===== config.mk =====
export PLATFORM = sky130hd
export DESIGN_NAME = clock_tick_recovery
export DESIGN_NICKNAME = d
export VERILOG_FILES = /design/src/rtl/clock_tick_recovery.sv
export SDC_FILE = /design/constraint.sdc
export NUM_CORES = 1
export LEC_CHECK = 0
export ABC_AREA = 1
export CAP_MARGIN = 10
export CORE_ASPECT_RATIO = 0.7
export CORE_MARGIN = 4
export CORE_UTILIZATION = 50
export DETAILED_ROUTE_END_ITERATION = 10
export PLACE_DENSITY_LB_ADDON = 0.2
export SYNTH_ARGS = -nofsm -noshare
export SYNTH_HDL_FRONTEND = slang
export SYNTH_SLANG_ARGS = --single-unit

===== constraint.sdc =====
create_clock -name clk -period 10.6 [get_ports clk]
set_clock_uncertainty 0.2 [all_clocks]
set_input_delay 1.06 -clock clk [delete_from_list [all_inputs] [get_ports clk]]
set_output_delay 1.06 -clock clk [all_outputs]
set_load 0.02 [all_outputs]

===== src/rtl/clock_tick_recovery.sv =====
// clock_tick_recovery
// Brings a slow divider-generated square wave into the clk domain, emits
// single-cycle rise/fall enable ticks, measures the rise-to-rise period in
// clk cycles, and reports frequency lock and loss-of-clock timeout.
module clock_tick_recovery #(
    parameter int SYNC_STAGES = 2,     // synchronizer depth on slow_clk (min 2)
    parameter int CNT_W       = 16,    // period counter / period output width
    parameter int TOL         = 2,     // max |period - reference| counted as a match
    parameter int LOCK_COUNT  = 4,     // consecutive matches needed for lock
    parameter int TIMEOUT     = 1000   // clk cycles without a rise before clock loss
) (
    input  logic             clk,
    input  logic             rst,
    input  logic             slow_clk,
    input  logic             enable,
    output logic             rise_tick,
    output logic             fall_tick,
    output logic [CNT_W-1:0] period,
    output logic             period_valid,
    output logic             locked,
    output logic             timeout
);

    localparam int MATCH_W = $clog2(LOCK_COUNT + 1);

    localparam logic [CNT_W-1:0]   CNT_MAX     = '1;
    localparam logic [CNT_W-1:0]   TIMEOUT_VAL = CNT_W'(TIMEOUT);
    localparam logic [CNT_W:0]     TOL_VAL     = (CNT_W + 1)'(TOL);
    localparam logic [MATCH_W-1:0] LOCK_VAL    = MATCH_W'(LOCK_COUNT);

    // Tracking states: IDLE waits for any rise, FIRST waits for the rise that
    // closes the first full period, TRACK counts matches, LOCKED holds lock.
    localparam logic [1:0] ST_IDLE   = 2'd0;
    localparam logic [1:0] ST_FIRST  = 2'd1;
    localparam logic [1:0] ST_TRACK  = 2'd2;
    localparam logic [1:0] ST_LOCKED = 2'd3;

    logic [SYNC_STAGES-1:0] sync_q;
    logic                   s;
    logic                   prev;

    logic [CNT_W-1:0]       cnt;
    logic [CNT_W:0]         cnt_inc;
    logic [CNT_W-1:0]       measured;
    logic                   measured_sat;
    logic [CNT_W:0]         meas_ext;
    logic [CNT_W:0]         ref_ext;
    logic [CNT_W:0]         diff;
    logic                   in_tol;

    logic [1:0]             state, state_d;
    logic [CNT_W-1:0]       ref_period, ref_period_d;
    logic [MATCH_W-1:0]     match, match_d;
    logic [MATCH_W-1:0]     match_inc;
    logic [CNT_W-1:0]       period_d;
    logic                   period_valid_d;
    logic                   locked_d;
    logic                   timeout_d;

    assign s = sync_q[SYNC_STAGES-1];

    // Synchronizer chain; keeps running while disabled so re-enable never
    // sees a stale level and fakes an edge.
    always_ff @(posedge clk or posedge rst) begin
        if (rst) begin
            sync_q <= '0;
            prev   <= 1'b0;
        end else begin
            sync_q <= {sync_q[SYNC_STAGES-2:0], slow_clk};
            prev   <= s;
        end
    end

    // Registered edge ticks, gated by enable.
    always_ff @(posedge clk or posedge rst) begin
        if (rst) begin
            rise_tick <= 1'b0;
            fall_tick <= 1'b0;
        end else begin
            rise_tick <= enable & s & ~prev;
            fall_tick <= enable & ~s & prev;
        end
    end

    // Rise-to-rise cycle counter; restarts on each rise tick, saturates.
    always_ff @(posedge clk or posedge rst) begin
        if (rst) begin
            cnt <= '0;
        end else if (!enable || rise_tick) begin
            cnt <= '0;
        end else if (cnt != CNT_MAX) begin
            cnt <= cnt + CNT_W'(1);
        end
    end

    // Measured period is cnt+1 at the tick; an all-ones result means the
    // counter saturated and the value is not trustworthy for matching.
    assign cnt_inc      = {1'b0, cnt} + (CNT_W + 1)'(1);
    assign measured     = cnt_inc[CNT_W] ? CNT_MAX : cnt_inc[CNT_W-1:0];
    assign measured_sat = (measured == CNT_MAX);

    // One extra bit so the subtraction can never wrap.
    assign meas_ext  = {1'b0, measured};
    assign ref_ext   = {1'b0, ref_period};
    assign diff      = (meas_ext >= ref_ext) ? (meas_ext - ref_ext) : (ref_ext - meas_ext);
    assign in_tol    = !measured_sat && (diff <= TOL_VAL);
    assign match_inc = match + MATCH_W'(1);

    // Next-state logic: enable low dominates, then a rise tick, then timeout.
    // A rise in the same cycle that cnt hits TIMEOUT is processed normally.
    always_comb begin
        state_d        = state;
        period_d       = period;
        period_valid_d = period_valid;
        locked_d       = locked;
        timeout_d      = timeout;
        ref_period_d   = ref_period;
        match_d        = match;

        if (!enable) begin
            state_d        = ST_IDLE;
            match_d        = '0;
            locked_d       = 1'b0;
            period_valid_d = 1'b0;
            timeout_d      = 1'b0;
        end else if (rise_tick) begin
            timeout_d = 1'b0;
            case (state)
                ST_IDLE: begin
                    state_d = ST_FIRST;
                end
                ST_FIRST: begin
                    period_d       = measured;
                    period_valid_d = 1'b1;
                    ref_period_d   = measured;
                    match_d        = '0;
                    state_d        = ST_TRACK;
                end
                ST_TRACK: begin
                    period_d = measured;
                    if (in_tol) begin
                        match_d = match_inc;
                        if (match_inc == LOCK_VAL) begin
                            state_d  = ST_LOCKED;
                            locked_d = 1'b1;
                        end
                    end else begin
                        ref_period_d = measured;
                        match_d      = '0;
                    end
                end
                ST_LOCKED: begin
                    // Reference is frozen while locked so slow drift within
                    // tolerance cannot walk it away from the lock point.
                    period_d = measured;
                    if (!in_tol) begin
                        locked_d     = 1'b0;
                        ref_period_d = measured;
                        match_d      = '0;
                        state_d      = ST_TRACK;
                    end
                end
                default: begin
                    state_d = ST_IDLE;
                end
            endcase
        end else if (state != ST_IDLE && cnt == TIMEOUT_VAL) begin
            // Clock loss: drop validity and lock but keep the last period.
            timeout_d      = 1'b1;
            locked_d       = 1'b0;
            period_valid_d = 1'b0;
            match_d        = '0;
            state_d        = ST_IDLE;
        end
    end

    // Tracking state and output registers.
    always_ff @(posedge clk or posedge rst) begin
        if (rst) begin
            state        <= ST_IDLE;
            period       <= '0;
            period_valid <= 1'b0;
            locked       <= 1'b0;
            timeout      <= 1'b0;
            ref_period   <= '0;
            match        <= '0;
        end else begin
            state        <= state_d;
            period       <= period_d;
            period_valid <= period_valid_d;
            locked       <= locked_d;
            timeout      <= timeout_d;
            ref_period   <= ref_period_d;
            match        <= match_d;
        end
    end

endmodule

==> key figures <==
Run status
  • Run status: complete, no violations

Hold path
  • Worst-case hold path end point: sync_q[1]
  • Path category of the worst min-delay check: flip-flop to flip-flop
  • Hold Path Stages: 0
  • Worst hold start: sync_q[0]

STA
  • Worst Max-Slew Pin Slew: 0.882 ns
  • Fin Setup TNS: 0 ns
  • Count of endpoints failing hold in the final timing report: 0
  • Highest clock rate: 198 MHz
  • Worst-case setup margin in the final layout: 5.56 ns
  • Total count of max-transition violations in the final report: 0
  • Unrepaired setup endpoints after global routing: no
  • Final worst-path cycle share: 47.6%
  • Period minus WS final: 5.04 ns
  • Slew headroom: 41.1%
  • Setup Viol. Count Final: 0

Clock network
  • Clock slew seen by the registers of the worst setup and hold paths: 0.05 ns
  • Num Clock Sinks: 61
  • Worst-skew pair later-pin latency: 0.33 ns
  • Clock Tree Buf Depth: 2
  • Hold Buf Count CTS: 0
  • Clock root buffer: sky130_fd_sc_hd__clkbuf_16
  • Clock tree from TritonCTS: done
  • Post_cts resized: 0
  • Num CTS Buffers: 9
  • Post-CTS setup-driven buffer insertion count: 0
  • Number of levels in the clock H-tree: 3

Worst setup path
  • Number of cells traversed by the worst register-to-register path: 26
  • Critical Path Source Type: flip-flop
  • Reg2reg setup slack: 5.56 ns
  • Start of the worst register-to-register path: cnt[0]
  • Crit. End Element: flip-flop
  • Crit path max fanout: 32
  • Data required time of the worst path: 10.64 ns
  • Critical path start-end classification: flip-flop to flip-flop
  • Data arrival, critical path: 5.08 ns
  • End of the worst register-to-register path: ref_period[14]

Global routing
  • Overall overflow remaining after global route: 0
  • Pin count of the biggest net entering global routing: 62
  • Via count of the first global-routing pass: 4524
  • Initial antenna violation count: 0
  • First-pass GRT wire length: 23100 µm
  • Overall fraction of global-route tracks in use: 24.0%

Synthesis
  • Synth top area cells: sky130_fd_sc_hd__dfrtp_1 (29%), sky130_fd_sc_hd__nand2_1 (20%), sky130_fd_sc_hd__inv_1 (9.7%), sky130_fd_sc_hd__ha_1 (8.7%), sky130_fd_sc_hd__nand3_1 (5.5%)
  • Post-synthesis cell count: 793
  • Proportion of synthesized chip area in sequential cells: 29.5%
  • Yosys warns: 0
  • Count of unique library cells instantiated by Yosys: 36
  • Number of register bits inferred by synthesis: 61
  • Synthesized netlist net count: 835
  • Largest area contributor in the synthesized netlist: sky130_fd_sc_hd__dfrtp_1
  • Post-synthesis average cell area: 6.53 µm²
  • Portion of synthesized cell area occupied by the leading cell type: 29.5%
  • Cell area after technology mapping: 5180 µm²

Power
  • Standby leakage power: 3.15 nW
  • Pwr Density: 126 nW/µm²
  • Max VDD drop: 0.0930 mV

Die
  • Die outline height: 93.2 µm
  • Number of top-level design ports: 25
  • Site Rows: 30
  • Die outline width: 130 µm
  • Starting utilization of the core area: 52.3%
  • Die outline area: 12100 µm²
  • Core box area: 9910 µm²

Finish
  • Layout Area Growth over Synthesis: 12.6%
  • Area of the multi-input gates: 3050 µm²
  • Final Instance Area: 5840 µm²
  • Net count of the finished layout: 860
  • Flip-flop and latch area: 1530 µm²
  • Fraction of layout cells with a size suffix above 1: 9.36%
  • Commonest cells after routing, fill and taps aside: sky130_fd_sc_hd__nand2_1 (270), sky130_fd_sc_hd__inv_1 (133), sky130_fd_sc_hd__nor2_1 (65)
  • Post-layout instance count excluding filler cells: 951
  • Diodes inserted: 0
  • Commonest non-fill, non-tap cell in the layout: sky130_fd_sc_hd__nand2_1
  • Number of inserted filler cells in the final layout: 939

Placed design
  • Number of instances in the placed design: 935
  • Setup slack after placement: 5.61 ns
  • Estimated wirelength of the detail-placed design: 11100 µm
  • Post-Place Cell Area: 5490 µm²
  • Buffers added on ports: 24
  • Final weighted congestion of routability-driven global placement: 0.974

Route
  • Vias after detailed routing: 5062
  • Residual DRC: 0
  • Wire length per cell: 15.0 µm
  • Final ANT Viol Nets: 0
  • Total wire length after detailed routing: 14200 µm
  • Mean number of vias per cell: 5.32
  • 1st-iter DRT viols: 414
  • First-pass detailed-route iteration total: 7

Job
  • Max-capacitance violation count: 0
state kept, by name, summed over array words and instances (netlist names):
name / flops
period_valid: 1
prev: 1
period: 16
locked: 1
state: 2
ref_period: 16
fall_tick: 1
cnt: 16
match: 3
rise_tick: 1
sync_q: 2
timeout: 1
area by class of cell:
type,count,area share (%)
Inverter,135,8.68
Clock inverter,4,1.63
Multi-Input combinational cell,586,52.3
Sequential cell,61,26.2
Clock buffer,12,4.22
Timing Repair Buffer,25,4.25
Tap cell,128,2.74
metrics by stage:
| step | total power [mW] | hold WS [ns] | utilization [%] |
|---|---|---|---|
| global route | 0.771 | 0.161 | 58.9 |
| detailed placement | 0.400 | 0.142 | 55.4 |
| CTS | 0.737 | 0.154 | 58.9 |
| floorplan | 0.362 | 0.131 | - |
| global placement | 0.398 | 0.133 | 55.4 |
| finish | 0.736 | 0.147 | 58.9 |
layer usage:
metal  up-vias  global-route usage, %  share of wire [%]  routed length [µm]
li1       2511                      -                  -                   -
met1      2349                   38.0                 50                7170
met2       191                   33.7                 41                5840
met3        11                   4.68                8.0                1140
met4         0                   4.15               0.65                  92
met5         -                      0                  0                   0
where the power goes:
part	switching (mW)	leakage, nW	internal (mW)
Sequential	0.00434	0.841	0.237
Clock	0.101	0.167	0.236
Combinational	0.108	2.15	0.0502
cell families (layout without fill, tap and decap cells):
logic type	after synthesis	in the layout	share of synthesized area, %
compound gates	83	83	9.61
xor+xnor	6	6	1.01
fa+ha+maj	38	38	9.47
buf+inv	146	176	11.6
flops	61	61	29.5
simple gates	459	459	38.8
synthesized netlist by cell type, drive strengths merged:
library cell,number
xnor2,1
a21oi,26
or2,1
inv,135
dfrtp,61
nor2,77
buf,6
and2,2
nand2,298
ha,36
xor2,5
o21a,2
nand4,15
fa,2
o21bai,5
nor3,4
clkbuf,5
o21ai,47
a31oi,2
nand3b,2
a21o,1
nand3,60
critical path: stages, from the launching register on:
cell and delay, ns:
sky130_fd_sc_hd__dfrtp_1 0.46, sky130_fd_sc_hd__ha_1 0.26, sky130_fd_sc_hd__nand3_1 0.16, sky130_fd_sc_hd__inv_1 0.11
sky130_fd_sc_hd__nand2_1 0.09, sky130_fd_sc_hd__inv_1 0.05, sky130_fd_sc_hd__nand2_2 0.21, sky130_fd_sc_hd__inv_1 0.13
sky130_fd_sc_hd__nor2_1 0.52, sky130_fd_sc_hd__inv_1 0.19, sky130_fd_sc_hd__ha_1 0.32, sky130_fd_sc_hd__nand2_1 0.09
sky130_fd_sc_hd__nor2_2 0.21, sky130_fd_sc_hd__nand3_2 0.14, sky130_fd_sc_hd__nand3_2 0.13, sky130_fd_sc_hd__nand2_4 0.09
sky130_fd_sc_hd__nand2_4 0.15, sky130_fd_sc_hd__inv_1 0.17, sky130_fd_sc_hd__o21ai_0 0.11, sky130_fd_sc_hd__nand2_1 0.08
sky130_fd_sc_hd__nor2_2 0.13, sky130_fd_sc_hd__nand2_2 0.08, sky130_fd_sc_hd__nor2_4 0.16, sky130_fd_sc_hd__nand3_2 0.11
sky130_fd_sc_hd__nand2_4 0.40, sky130_fd_sc_hd__nand2_1 0.10, sky130_fd_sc_hd__o21ai_1 0.09
worst max-delay path by stage:
stage,startpoint,to
CTS,cnt[0],ref_period[14]
floorplan,cnt[1],ref_period[1]
finish,cnt[0],ref_period[14]
global route,cnt[0],ref_period[14]
global placement,cnt[0],ref_period[14]
detailed placement,cnt[0],ref_period[14]
(Power assumes the default switching activity.)
